`src/rtl/ooo_pkg.sv`:
```
// Shared definitions for the out-of-order dispatch front end: default field
// widths, the dispatch/drain FSM encoding and a width helper.
package ooo_pkg;

    localparam int unsigned DEF_NUM_STATION = 2;
    localparam int unsigned DEF_NUM_REG     = 8;
    localparam int unsigned DEF_INST_ID_BIT = 8;
    localparam int unsigned DEF_IMM_BIT     = 4;
    localparam int unsigned STALL_CNT_BIT   = 16;

    // Dispatch FSM: RUN accepts instructions, DRAIN waits for the machine to
    // go quiet, DONE is the single cycle that reports drain completion.
    typedef enum logic [1:0] {
        ST_RUN   = 2'd0,
        ST_DRAIN = 2'd1,
        ST_DONE  = 2'd2
    } dsb_state_e;

    // $clog2 that never returns 0, so a single-entry select still has one bit.
    function automatic int unsigned clog2_min1(input int unsigned n);
        return (n <= 1) ? 1 : $clog2(n);
    endfunction

endpackage

```
`src/rtl/reg_busy_table.sv`:
```
// Architectural register busy table.
// A register is busy from the edge at which a writer is dispatched until the
// edge at which any functional unit reports its writeback.
// Ports:
//   clk, rst_n   - clock, asynchronous active-low reset
//   set_en       - a writer to set_reg is being dispatched this cycle
//   set_reg      - destination register of the dispatched writer
//   clr_vld      - per-writeback-port valid
//   clr_reg      - per-writeback-port register, port k at [k*REG_ID_BIT +: REG_ID_BIT]
//   busy         - current busy bits
//   err_wb_idle  - sticky: a writeback named a register that was not busy
module reg_busy_table
    import ooo_pkg::*;
#(
    parameter int unsigned NUM_REG    = DEF_NUM_REG,
    parameter int unsigned NUM_WB     = DEF_NUM_STATION,
    parameter int unsigned REG_ID_BIT = $clog2(NUM_REG)
) (
    input  logic                         clk,
    input  logic                         rst_n,
    input  logic                         set_en,
    input  logic [REG_ID_BIT-1:0]        set_reg,
    input  logic [NUM_WB-1:0]            clr_vld,
    input  logic [NUM_WB*REG_ID_BIT-1:0] clr_reg,
    output logic [NUM_REG-1:0]           busy,
    output logic                         err_wb_idle
);

    logic [NUM_REG-1:0] busy_nxt_c;
    logic               idle_hit_c;

    // Next busy vector: every writeback port clears, then dispatch sets, so a
    // same-cycle set and clear of one register leaves it busy.
    always_comb begin
        busy_nxt_c = busy;
        idle_hit_c = 1'b0;
        for (int k = 0; k < int'(NUM_WB); k++) begin
            if (clr_vld[k]) begin
                if (32'(clr_reg[k*REG_ID_BIT +: REG_ID_BIT]) >= NUM_REG) begin
                    idle_hit_c = 1'b1;
                end
                for (int r = 0; r < int'(NUM_REG); r++) begin
                    if (clr_reg[k*REG_ID_BIT +: REG_ID_BIT] == REG_ID_BIT'(r)) begin
                        if (!busy[r]) begin
                            idle_hit_c = 1'b1;
                        end
                        busy_nxt_c[r] = 1'b0;
                    end
                end
            end
        end
        if (set_en) begin
            for (int r = 0; r < int'(NUM_REG); r++) begin
                if (set_reg == REG_ID_BIT'(r)) begin
                    busy_nxt_c[r] = 1'b1;
                end
            end
        end
    end

    // Busy state and sticky idle-writeback flag.
    always_ff @(posedge clk or negedge rst_n) begin
        if (!rst_n) begin
            busy        <= '0;
            err_wb_idle <= 1'b0;
        end else begin
            busy        <= busy_nxt_c;
            err_wb_idle <= err_wb_idle | idle_hit_c;
        end
    end

endmodule

```
`src/rtl/dispatch_scoreboard.sv`:
```
// In-order dispatch scoreboard for a set of per-FU issue stations.
// Instructions are handed to their target station only when the destination
// has no outstanding write (WAW) and no station still has to read the old
// value (WAR). Source readiness is left to the stations via ready_reg_mask.
// Ports:
//   clk, rst_n        - clock, asynchronous active-low reset
//   in_vld/in_rdy     - instruction handshake (in_rdy is combinational)
//   in_*              - instruction fields and target station in_fu
//   st_vld/st_rdy     - per-station push handshake (st_vld is combinational)
//   st_*              - instruction fields broadcast to all stations
//   st_pending_read   - station k pending-read mask at [k*NUM_REG +: NUM_REG]
//   st_empty          - per-station empty flags
//   wb_vld/wb_reg     - per-FU writeback, FU k register at [k*REG_ID_BIT +: REG_ID_BIT]
//   ready_reg_mask    - registers with no outstanding write
//   drain_req         - request to drain the machine
//   drain_done        - one-cycle pulse when the drain has completed
//   err_bad_fu        - sticky: an instruction targeted a non-existent station
//   err_wb_idle       - sticky: a writeback named a non-busy register
//   stall_cnt         - saturating count of hazard/backpressure stall cycles
module dispatch_scoreboard
    import ooo_pkg::*;
#(
    parameter int unsigned NUM_STATION = DEF_NUM_STATION,
    parameter int unsigned NUM_REG     = DEF_NUM_REG,
    parameter int unsigned INST_ID_BIT = DEF_INST_ID_BIT,
    parameter int unsigned IMM_BIT     = DEF_IMM_BIT,
    parameter int unsigned REG_ID_BIT  = $clog2(NUM_REG),
    parameter int unsigned FU_ID_BIT   = clog2_min1(NUM_STATION)
) (
    input  logic                              clk,
    input  logic                              rst_n,

    input  logic                              in_vld,
    output logic                              in_rdy,
    input  logic [INST_ID_BIT-1:0]            in_id,
    input  logic [FU_ID_BIT-1:0]              in_fu,
    input  logic [REG_ID_BIT-1:0]             in_dst_reg,
    input  logic [REG_ID_BIT-1:0]             in_src_reg0,
    input  logic [REG_ID_BIT-1:0]             in_src_reg1,
    input  logic [IMM_BIT-1:0]                in_imm,

    output logic [NUM_STATION-1:0]            st_vld,
    input  logic [NUM_STATION-1:0]            st_rdy,
    output logic [INST_ID_BIT-1:0]            st_id,
    output logic [REG_ID_BIT-1:0]             st_dst_reg,
    output logic [REG_ID_BIT-1:0]             st_src_reg0,
    output logic [REG_ID_BIT-1:0]             st_src_reg1,
    output logic [IMM_BIT-1:0]                st_imm,
    input  logic [NUM_STATION*NUM_REG-1:0]    st_pending_read,
    input  logic [NUM_STATION-1:0]            st_empty,

    input  logic [NUM_STATION-1:0]            wb_vld,
    input  logic [NUM_STATION*REG_ID_BIT-1:0] wb_reg,

    output logic [NUM_REG-1:0]                ready_reg_mask,

    input  logic                              drain_req,
    output logic                              drain_done,

    output logic                              err_bad_fu,
    output logic                              err_wb_idle,
    output logic [STALL_CNT_BIT-1:0]          stall_cnt
);

    dsb_state_e              state;
    logic [NUM_REG-1:0]      busy;
    logic [NUM_REG-1:0]      pending_or_c;
    logic [NUM_STATION-1:0]  fu_sel_c;
    logic                    fu_valid_c;
    logic                    fu_rdy_c;
    logic                    waw_c;
    logic                    war_c;
    logic                    fire_c;
    logic                    set_en_c;

    reg_busy_table #(
        .NUM_REG    (NUM_REG),
        .NUM_WB     (NUM_STATION),
        .REG_ID_BIT (REG_ID_BIT)
    ) u_busy (
        .clk         (clk),
        .rst_n       (rst_n),
        .set_en      (set_en_c),
        .set_reg     (in_dst_reg),
        .clr_vld     (wb_vld),
        .clr_reg     (wb_reg),
        .busy        (busy),
        .err_wb_idle (err_wb_idle)
    );

    // Registers some station still has to read.
    always_comb begin
        pending_or_c = '0;
        for (int k = 0; k < int'(NUM_STATION); k++) begin
            pending_or_c = pending_or_c | st_pending_read[k*NUM_REG +: NUM_REG];
        end
    end

    // Destination hazards, looked up without indexing past NUM_REG.
    always_comb begin
        waw_c = 1'b0;
        war_c = 1'b0;
        for (int r = 0; r < int'(NUM_REG); r++) begin
            if (in_dst_reg == REG_ID_BIT'(r)) begin
                waw_c = busy[r];
                war_c = pending_or_c[r];
            end
        end
    end

    // One-hot station select; all zero when in_fu names no station.
    always_comb begin
        fu_sel_c = '0;
        for (int k = 0; k < int'(NUM_STATION); k++) begin
            fu_sel_c[k] = (in_fu == FU_ID_BIT'(k));
        end
    end

    assign fu_valid_c = (32'(in_fu) < NUM_STATION);
    assign fu_rdy_c   = |(st_rdy & fu_sel_c);

    // Bad-FU instructions are always accepted so they can be discarded.
    assign in_rdy   = (state == ST_RUN) &&
                      (!fu_valid_c || (!(waw_c || war_c) && fu_rdy_c));
    assign fire_c   = in_vld && in_rdy;
    assign set_en_c = fire_c && fu_valid_c;

    assign st_vld      = fire_c ? fu_sel_c : '0;
    assign st_id       = in_id;
    assign st_dst_reg  = in_dst_reg;
    assign st_src_reg0 = in_src_reg0;
    assign st_src_reg1 = in_src_reg1;
    assign st_imm      = in_imm;

    assign ready_reg_mask = ~busy;

    // Drain FSM; drain_done is registered and high exactly while in DONE.
    always_ff @(posedge clk or negedge rst_n) begin
        if (!rst_n) begin
            state      <= ST_RUN;
            drain_done <= 1'b0;
        end else begin
            drain_done <= 1'b0;
            case (state)
                ST_RUN: begin
                    if (drain_req) begin
                        state <= ST_DRAIN;
                    end
                end
                ST_DRAIN: begin
                    if ((busy == '0) && (&st_empty)) begin
                        state      <= ST_DONE;
                        drain_done <= 1'b1;
                    end
                end
                ST_DONE: begin
                    state <= ST_RUN;
                end
                default: begin
                    state <= ST_RUN;
                end
            endcase
        end
    end

    // Sticky bad-FU flag and saturating stall counter.
    always_ff @(posedge clk or negedge rst_n) begin
        if (!rst_n) begin
            err_bad_fu <= 1'b0;
            stall_cnt  <= '0;
        end else begin
            if (fire_c && !fu_valid_c) begin
                err_bad_fu <= 1'b1;
            end
            if (in_vld && (state == ST_RUN) && !in_rdy && (stall_cnt != '1)) begin
                stall_cnt <= stall_cnt + STALL_CNT_BIT'(1);
            end
        end
    end

endmodule

```
`config.mk`:
```
export PLATFORM = sky130hd
export DESIGN_NAME = dispatch_scoreboard
export DESIGN_NICKNAME = d
export VERILOG_FILES = /design/src/rtl/ooo_pkg.sv /design/src/rtl/reg_busy_table.sv /design/src/rtl/dispatch_scoreboard.sv
export SDC_FILE = /design/constraint.sdc
export NUM_CORES = 1
export LEC_CHECK = 0
export ABC_AREA = 1
export ABC_CLOCK_PERIOD_IN_PS = 2000
export CAP_MARGIN = 15
export CORE_MARGIN = 1
export CORE_UTILIZATION = 41
export CTS_CLUSTER_DIAMETER = 80
export DETAILED_ROUTE_END_ITERATION = 12
export PLACE_DENSITY = 0.77
export SLEW_MARGIN = 10
export SYNTH_ARGS = -nofsm -noshare
export SYNTH_HDL_FRONTEND = slang
export SYNTH_SLANG_ARGS = --single-unit
```
`constraint.sdc`:
```
create_clock -name clk -period 2 [get_ports clk]
set_input_delay 0.2 -clock clk [delete_from_list [all_inputs] [get_ports clk]]
set_output_delay 0.2 -clock clk [all_outputs]
set_load 0.02 [all_outputs]
```
==> impl_metrics.csv, run 1 <==
group,metric,value,unit
power_and_ir_drop,ir_drop,0.657,mV
critical_path,arrival,1.79,ns
sta,timing.final.crit_share,0.997,
synthesis,syn_area_per_cell,7.04,um^2
sta,final-hold-violation-count,0,
placement,dp_hpwl,4690,um
route,met1_length,2770,um
sta,worst_pin_slew,0.505,ns
critical_path,worstSetupPathType,"flop to output port",
run_status,outcome,"completed",
route,drc,0,
global_routing,grt_overflow_total,0,
cts,clock_sinks,28,
sta,max_freq,501,MHz
global_routing,grt_max_degree,29,
critical_path,path_cells,"nor2_1, nand2_1, nor2_1, nor2_1, nand2_1, nand2_1, nand2_1, nand2_1, nand2_2, nand2_4, nor2_4, inv_2, nor2_1, buf_4",
critical_path,crit_slowest_cell,"dfrtp_1",
layout,fin_area,0.00310,mm^2
cts,clock_latency,0.28,ns
hold_path,hp-class,"input pin to asynchronous set/reset pin",
route,drt_iter0_markers,104,
cts,clockBufferDepth,2,
critical_path,path_max_fanout,2,
layout,layout-drive-gt1-share,0.182,
cts,hold_buffers,0,
die,initial_utilization,0.425,
die,die_h,74.5,um
route,vias,2346,
synthesis,syn_area,0.00215,mm^2
critical_path,setup.worst_path.start_class,"flop",
route,wl_per_cell,13.7,um
route,first_pass_iters,4,
power_and_ir_drop,p_per_area,643,mW/mm^2
placement,place_area,0.00293,mm^2
cts,tritoncts.num_buffers,3,
sta,fin_crit,1.99,ns
critical_path,cp.required,1.80,ns
synthesis,ys_warn_count,0,
cts,tritoncts,"built",
synthesis,ys_ff_latch,28,
layout,n_fill_cell,485,
die,row_count,26,
sta,setup_viol_count_final,0,
die,die-area,0.00555,mm^2
sta,drv_slew,0,
global_routing,grt_use_total,0.223,
layout,nets,440,
power_and_ir_drop,p_total,1990,uW
route,met2WireLength,3030,um
sta,rsz0062_at_grt,"true",
global_routing,grt_first_pass_wirelength,9590,um
cts,clock_tree.root_cell,"clkbuf_8",
layout,area_delta_synth_final,43.7,%
synthesis,syn-num-nets,361,
route,routed_wl,6220,um
global_routing,antenna_found_initial,0,
global_routing,grt_pass1_vias,2122,
critical_path,cp_common_cell,"nand2_1",
sta,maxSlewHeadroom,0.661,
die,die_w,74.5,um
route,met3_length,295,um
cts,cts_max_level,1,
synthesis,synth_seq_area_share,0.325,
die,coreArea,0.00507,mm^2
route,highest_layer,"met4",
flow_run,maxCapViolations,0,
synthesis,synth_cell_type_count,33,
route,drtAntennaViolNets,0,
synthesis,syn_inst,306,
critical_path,worstSetupEndpointType,"output port",
sta,fin_skew,0.00780,ns
cts,clk_pin_slew,0.10,ns
layout,diodes,0,
power_and_ir_drop,power.leakage,0.00146,uW
placement,gp_congestion,0.909,
route,via_per_inst,5.17,
critical_path,slowest_delay,0.39,ns
placement,port_buffers,67,
die,ios,105,
## metrics by stage
step / std cells / hold slack (ns) / TNS [ns] / util / worst slack (ns)
2_1_floorplan: 306 / -0.0956 / 0 / - / 0.121
4_1_cts: 448 / 0.288 / 0 / 0.589 / 0.00156
3_5_place_dp: 444 / 0.400 / -7.19 / 0.577 / -0.574
6_report: 454 / 0.288 / 0 / 0.610 / 0.00523
3_3_place_gp: 444 / 0.400 / -6.15 / 0.577 / -0.517
5_1_grt: 454 / 0.341 / -0.383 / 0.610 / -0.147
## logic make-up after synthesis
family	share of synthesized area
compound gates	0.0668
other cells	0.00174
simple gates	0.390
flops	0.325
fa+ha+maj	0.00581
xor+xnor	0.0569
buf+inv	0.154
## layer usage
metal | vias to the layer above | track usage
li1 | 1153 | -
met1 | 1103 | 0.298
met2 | 70 | 0.377
met3 | 20 | 0.0217
met4 | 0 | 0.0755
met5 | - | 0
## worst max-delay path, delay by kind of cell (launching register included)
kind | cells | cell delay, ns
DFF | 1 | 0.39
buffers and inverters | 2 | 0.19
and+or+nand+nor | 12 | 0.93
## flip-flops by register name, summed over array words and instances (netlist names)
signal              flops
stall_cnt              16
u_busy.err_wb_idle      1
state                   2
u_busy.busy             8
drain_done              1
## cell usage after synthesis
master	n	area, um^2
xor2_1	11	96.3
buf_6	1	11.3
o221ai_1	3	26.3
o21ai_0	1	5.00
nand4_1	20	125
clkbuf_1	2	7.51
o211ai_1	4	30.0
nor4_1	2	12.5
nor2_4	1	11.3
o311ai_0	1	8.76
ha_1	1	12.5
nand3_2	1	10.0
a21oi_1	3	15.0
nor2_1	23	86.3
inv_2	3	11.3
dfrtp_1	28	701
nand2_1	86	323
inv_1	33	124
o22ai_1	4	25.0
buf_2	1	5.00
nand2_2	3	18.8
nand3_4	2	35.0
xnor2_1	3	26.3
nor3_1	16	80.1
o31ai_1	2	15.0
buf_4	23	173
a221o_1	1	10.0
nand3_1	20	100
nand3b_1	1	7.51
conb_1	1	3.75
nand2_4	1	11.3
nor2_2	3	18.8
o2111ai_1	1	8.76
## worst paths after layout
path                             endpoint  slack, ns  cells past startpoint      startpoint
min in group clk                 st_id[2]       0.40                      0        in_id[2]
hold / removal              stall_cnt[10]       0.29                      2           rst_n
hold reg to reg                  state[1]       0.46                      1        state[1]
setup reg to reg             stall_cnt[2]       0.20                      9    stall_cnt[1]
setup / recovery                st_vld[0]      0.005                     14  u_busy.busy[1]
max in group asynchronous  u_busy.busy[7]       1.44                      2           rst_n
## layout make-up
cell class              count  area (um^2)  area share
clock inverters             1         30.0     0.00970
inverters                  36          135      0.0436
flip-flops and latches     28          701       0.226
clock buffers               3         41.3      0.0133
repair buffers             99          908       0.293
well taps                  70         87.6      0.0283
multi-input cells         217         1190       0.385
## report_power, final
group	total (uW)	internal (uW)	switching, uW
Combinational	835	377	458
Sequential	714	640	74.0
Clock	442	268	174
Total	1990	1290	706
## what timing repair did
item                       CTS  global route
setup endpoints to repair   19            19
gates resized for setup     15            22
pin swaps                    0            13
gates cloned                 0             2
buffers inserted             0             4
## cells in the final DEF (no fill, tap or decap), types with 2 or more instances in the layout
| master | Yosys | routed |
|---|---|---|
| nand2_1 | 86 | 86 |
| clkdlybuf4s50_1 | 0 | 61 |
| buf_4 | 23 | 32 |
| inv_1 | 33 | 28 |
| dfrtp_1 | 28 | 28 |
| nand4_1 | 20 | 20 |
| nand3_1 | 20 | 19 |
| nor2_1 | 23 | 18 |
| nor3_1 | 16 | 14 |
| xor2_1 | 11 | 11 |
| inv_2 | 3 | 8 |
| nor2_2 | 3 | 7 |
| o211ai_1 | 4 | 4 |
| o22ai_1 | 4 | 4 |
| nand2_2 | 3 | 3 |
| nand3_2 | 1 | 3 |
| o221ai_1 | 3 | 3 |
| nand3_4 | 2 | 3 |
| xnor2_1 | 3 | 3 |
| clkbuf_8 | 0 | 3 |
| nor3_2 | 0 | 2 |
| nor2_4 | 1 | 2 |
| a21oi_1 | 3 | 2 |
| o31ai_1 | 2 | 2 |
| nor4_1 | 2 | 2 |
| dlygate4sd2_1 | 0 | 2 |
| buf_6 | 1 | 2 |
No activity file was read; power rests on OpenSTA's default activity.
==> run 2: changes to the inputs <==
--- a/config.mk
+++ b/config.mk
@@ -8,8 +8,9 @@
 export ABC_AREA = 1
 export ABC_CLOCK_PERIOD_IN_PS = 2000
 export CAP_MARGIN = 15
-export CORE_MARGIN = 1
-export CORE_UTILIZATION = 41
+export CELL_PAD_IN_SITES_DETAIL_PLACEMENT = 1
+export CELL_PAD_IN_SITES_GLOBAL_PLACEMENT = 2
+export CORE_UTILIZATION = 21
 export CTS_CLUSTER_DIAMETER = 80
 export DETAILED_ROUTE_END_ITERATION = 12
 export PLACE_DENSITY = 0.77
==> run 2 against run 1 <==
Net effect: non-clock buffer count rose by 3; critical path depth did not move; global-route usage fell by 8.1 points; worst hold slack improved by 0.0081 ns; sequential power fell by 0.8%; critical endpoint is now st_vld[1].
==> impl_metrics.csv, run 2 (synthesis results as in run 1) <==
group,metric,value,unit
layout,fin_area,0.00313,mm^2
route,drt_iter0_markers,75,
sta,tns,0,ns
sta,timing.final.crit_share,0.989,
global_routing,grtUsageMet1,0.194,
route,via_per_inst,4.46,
power_and_ir_drop,switching_share,0.386,
power_and_ir_drop,seqPwrFrac,0.369,
sta,fin_skew,0.00803,ns
layout,layout-drive-gt1-share,0.153,
cts,clock_tree.root_cell,"clkbuf_8",
layout,diodes,0,
cts,clock_sinks,28,
power_and_ir_drop,p_clk_frac,0.169,
cts,clock_latency,0.28,ns
die,coreArea,0.00986,mm^2
layout,largest_register,"stall_cnt",
layout,layout_common_cells,"86 x nand2_1, 62 x clkdlybuf4s50_1, 34 x buf_4",
global_routing,grt_use_total,0.142,
power_and_ir_drop,pwr-share-comb,0.462,
flow_run,maxCapViolations,0,
hold_path,hp-class,"input pin to asynchronous set/reset pin",
route,drtAntennaViolNets,0,
critical_path,worstSetupPathType,"flop to output port",
die,die_h,103,um
global_routing,grt_overflow_total,0,
critical_path,crit_slowest_cell,"dfrtp_1",
layout,final_common_cell,"nand2_1",
sta,final-hold-violation-count,0,
power_and_ir_drop,ir_drop,0.440,mV
placement,dp_hpwl,5840,um
cts,clockBufferDepth,2,
global_routing,grt_max_degree,29,
power_and_ir_drop,p_total,1920,uW
cts,tritoncts,"built",
route,first_pass_iters,4,
global_routing,met2_usage,0.239,
layout,largest_register_ffs,16,
placement,place_area,0.00306,mm^2
die,die_w,103,um
power_and_ir_drop,power.leakage,0.00144,uW
global_routing,grt_pass1_vias,2451,
die,ios,105,
route,wl_per_cell,14.0,um
cts,tritoncts.num_buffers,3,
die,initial_utilization,0.218,
sta,drv_slew,0,
cts,cts_max_level,1,
route,routed_wl,7270,um
critical_path,worstSetupEndpointType,"output port",
layout,reg.largest.list,"stall_cnt (16), u_busy.busy (8), state (2)",
critical_path,setup.worst_path.start_class,"flop",
power_and_ir_drop,p_per_area,613,mW/mm^2
sta,setup_viol_count_final,0,
layout,area_delta_synth_final,45.4,%
power_and_ir_drop,p_int,1180,uW
critical_path,cp.required,1.80,ns
critical_path,path_max_fanout,2,
critical_path,path_cells,"nor2_1, nand2_1, nor2_1, nor2_1, nand2_1, nand2_1, nand2_1, nand2_1, nand2_2, nand2_4, nor2_4, inv_2, nor2_1, buf_4",
sta,fin_crit,1.98,ns
layout,final_util,0.318,
die,die-area,0.0107,mm^2
route,drc,0,
route,vias,2311,
placement,gp_congestion,0.811,
global_routing,grtUsageMet3,0.0141,
cts,hold_buffers,0,
cts,clk_pin_slew,0.10,ns
layout,nets,442,
critical_path,slowest_delay,0.39,ns
die,row_count,36,
sta,rsz0062_at_grt,"true",
global_routing,top_usage_layer,"met2",
global_routing,antenna_found_initial,0,
run_status,outcome,"completed",
global_routing,grt_first_pass_wirelength,11800,um
critical_path,arrival,1.78,ns
sta,max_freq,506,MHz
placement,port_buffers,67,
critical_path,cp_common_cell,"nand2_1",
power_and_ir_drop,p_switching,741,uW
## run 2: changes by cell type in the layout (fill, tap and decap cells not counted), moves of 2 or more
cell | previous run | this run
inv_2 | 8 | 5
nor3_1 | 14 | 16
nand3_2 | 3 | 1
nor2_1 | 18 | 22
nor2_2 | 7 | 4
inv_1 | 28 | 31
buf_4 | 32 | 34
nor3_2 | 2 | 0
## run 2: repair_timing
action                     4_1_cts  5_1_grt
setup endpoints to repair       19       19
resized for setup               16        9
cloned                           0        1
pin swaps                        0        6
setup buffers                    0        1
## run 2: metal layers
| metal | share of wire | vias to the layer above | wire, um |
|---|---|---|---|
| li1 | - | 1151 | - |
| met1 | 0.48 | 1112 | 3460 |
| met2 | 0.48 | 44 | 3520 |
| met3 | 0.031 | 4 | 224 |
| met4 | 0.0096 | 0 | 70 |
| met5 | 0 | - | 0 |
## run 2: worst max-delay path, delay by kind of cell, from the launching register on
kind / cells / cell delay [ns]
simple gates: 12 / 0.90
buf+inv: 2 / 0.20
flops: 1 / 0.39
## run 2: path summary, 6_finish.rpt
path                                start              to  slack, ns  depth (start not counted)
setup / recovery           u_busy.busy[1]       st_vld[1]       0.02                         14
hold / removal                      rst_n   stall_cnt[14]       0.30                          2
setup reg to reg           u_busy.busy[1]   stall_cnt[11]       0.24                         15
hold reg to reg                  state[1]      drain_done       0.47                          1
max in group asynchronous           rst_n  u_busy.busy[3]       1.42                          2
min in group clk                 in_id[4]        st_id[4]       0.40                          0
## run 2: through the flow
stage	std cells	worst slack, ns	hold WS, ns
5_1_grt	518	-0.164	0.334
3_5_place_dp	513	-0.666	0.400
3_3_place_gp	513	-0.520	0.400
6_report	518	0.0230	0.296
2_1_floorplan	306	0.121	-0.0956
4_1_cts	516	0.0000813	0.316
## run 2: layout make-up
cell class	instances	area, um^2
tap	133	166
timing repair buffer	102	947
multi-input combinational	216	1140
clock buffer	3	41.3
fill	1214	6730
inverter	36	135
sequential	28	701
## run 2: power by group through the flow
| stage | registers [uW] | logic, uW | clock network (uW) |
|---|---|---|---|
| floorplan | 780 | 415 | 0 |
| finish | 708 | 888 | 325 |
| detailed placement | 719 | 869 | 0 |
| global route | 721 | 972 | 364 |
| global placement | 715 | 851 | 0 |
| CTS | 710 | 868 | 343 |
==> run 3: changes to the inputs <==
--- a/config.mk
+++ b/config.mk
@@ -11,9 +11,10 @@
 export CELL_PAD_IN_SITES_DETAIL_PLACEMENT = 1
 export CELL_PAD_IN_SITES_GLOBAL_PLACEMENT = 2
 export CORE_UTILIZATION = 21
-export CTS_CLUSTER_DIAMETER = 80
+export CTS_CLUSTER_DIAMETER = 120
 export DETAILED_ROUTE_END_ITERATION = 12
 export PLACE_DENSITY = 0.77
+export SKIP_LAST_GASP = 1
 export SLEW_MARGIN = 10
 export SYNTH_ARGS = -nofsm -noshare
 export SYNTH_HDL_FRONTEND = slang
==> run 3 against run 2 <==
Net effect: non-clock buffer count unchanged; clock power about the same; register-to-register slack hardly changed; maximum frequency is the same; critical path type unchanged; highest routed layer unchanged.
==> impl_metrics.csv, run 3 (synthesis results as in run 1) <==
group,metric,value,unit
critical_path,crit_buf_inv,2,
sta,setup_viol_count_final,0,
die,row_count,36,
critical_path,arrival,1.78,ns
power_and_ir_drop,seqPwrFrac,0.369,
route,drc,0,
placement,pre_cts_ws,-0.666,ns
power_and_ir_drop,switching_share,0.386,
die,die-area,0.0107,mm^2
hold_path,hp-class,"input pin to asynchronous set/reset pin",
layout,largest_register_ffs,16,
die,coreArea,0.00986,mm^2
layout,diodes,0,
sta,setup_ws,0.0230,ns
cts,cts_max_level,1,
power_and_ir_drop,p_switching,741,uW
critical_path,worstSetupEndpointType,"output port",
critical_path,slowest_delay,0.39,ns
placement,dp_hpwl,5840,um
cts,hold_buffers,0,
route,vias,2311,
die,ios,105,
critical_path,cp_common_cell,"nand2_1",
cts,clk_pin_slew,0.10,ns
global_routing,antenna_found_initial,0,
sta,hold_slack,0.296,ns
route,drt_iter0_markers,75,
layout,largest_register,"stall_cnt",
power_and_ir_drop,p_int,1180,uW
layout,layout_common_cells,"86 x nand2_1, 62 x clkdlybuf4s50_1, 34 x buf_4",
power_and_ir_drop,p_clk_frac,0.169,
layout,layout-drive-gt1-share,0.153,
route,wl_per_cell,14.0,um
critical_path,cp.required,1.80,ns
cts,tritoncts,"built",
placement,port_buffers,67,
power_and_ir_drop,pwr-share-comb,0.462,
die,initial_utilization,0.218,
critical_path,worstSetupPathType,"flop to output port",
route,drtAntennaViolNets,0,
sta,tns,0,ns
cts,tritoncts.num_buffers,3,
cts,clock_sinks,28,
route,routed_wl,7270,um
sta,max_freq,506,MHz
critical_path,setup.worst_path.start_class,"flop",
power_and_ir_drop,p_per_area,613,mW/mm^2
critical_path,r2r_setup_slack,0.24,ns
layout,fin_cells,518,
layout,final_common_cell,"nand2_1",
flow_run,maxCapViolations,0,
critical_path,path_cells,"nor2_1, nand2_1, nor2_1, nor2_1, nand2_1, nand2_1, nand2_1, nand2_1, nand2_2, nand2_4, nor2_4, inv_2, nor2_1, buf_4",
sta,final-hold-violation-count,0,
global_routing,grt_first_pass_wirelength,11800,um
critical_path,crit_slowest_cell,"dfrtp_1",
global_routing,grt_pass1_vias,2451,
sta,timing.final.crit_share,0.989,
route,first_pass_iters,4,
sta,fin_crit,1.98,ns
placement,dp.cells,513,
layout,nets,442,
placement,gp_congestion,0.811,
power_and_ir_drop,ir_drop,0.440,mV
critical_path,path_delay_family,"simple AND/OR/NAND/NOR gates",
sta,drv_slew,0,
die,die_h,103,um
sta,fin_skew,0.00803,ns
critical_path,path_max_fanout,2,
global_routing,grt_overflow_total,0,
global_routing,grt_max_degree,29,
power_and_ir_drop,power.leakage,0.00144,uW
cts,clockBufferDepth,2,
cts,clock_tree.root_cell,"clkbuf_8",
layout,reg.largest.list,"stall_cnt (16), u_busy.busy (8), state (2)",
layout,area_delta_synth_final,45.4,%
global_routing,grt_use_total,0.142,
run_status,outcome,"completed",
cts,clock_latency,0.28,ns
sta,rsz0062_at_grt,"true",
route,via_per_inst,4.46,
die,die_w,103,um
==> run 3: cell counts in the layout (fill, tap and decap cells not counted) <==
No cell type changed its count.
==> run 3: final timing paths <==
check,from,to,cells past startpoint
min in group clk,in_id[4],st_id[4],0
setup reg to reg,u_busy.busy[1],stall_cnt[11],15
hold / removal,rst_n,stall_cnt[14],2
max in group asynchronous,rst_n,u_busy.busy[3],2
hold reg to reg,state[1],drain_done,1
setup / recovery,u_busy.busy[1],st_vld[1],14
==> run 3: final cells by class <==
cell class / count / area, um^2
timing repair buffer: 102 / 947
multi-input combinational: 216 / 1140
fill: 1214 / 6730
tap: 133 / 166
clock buffer: 3 / 41.3
inverter: 36 / 135
sequential: 28 / 701
==> run 3: through the flow <==
stage / total power (uW) / instance area [um^2] / utilization
2_1_floorplan: 1200 / 2150 / -
3_3_place_gp: 1570 / 3060 / 0.311
3_5_place_dp: 1590 / 3060 / 0.311
4_1_cts: 1920 / 3090 / 0.313
5_1_grt: 2060 / 3130 / 0.318
6_report: 1920 / 3130 / 0.318
==> run 3: power by group through the flow <==
| stage | sequential (uW) | clock (uW) | combinational [uW] |
|---|---|---|---|
| final | 708 | 325 | 888 |
| after global routing | 721 | 364 | 972 |
| after CTS | 710 | 343 | 867 |
| after detailed placement | 719 | 0 | 869 |
| after global placement | 715 | 0 | 851 |
| after floorplan | 780 | 0 | 415 |
==> run 3: layer usage <==
| metal | share of wire | vias up | track usage |
|---|---|---|---|
| met3 | 0.031 | 4 | 0.0141 |
| met5 | 0 | - | 0 |
| met2 | 0.48 | 44 | 0.239 |
| met1 | 0.48 | 1112 | 0.194 |
| li1 | - | 1151 | - |
| met4 | 0.0096 | 0 | 0.0358 |
==> run 3: timing repair <==
item	4_1_cts	5_1_grt
gates cloned	0	1
setup endpoints to repair	19	19
setup buffers	0	1
gates resized for setup	15	10
hold endpoints to repair	0	0
pin swaps	0	6
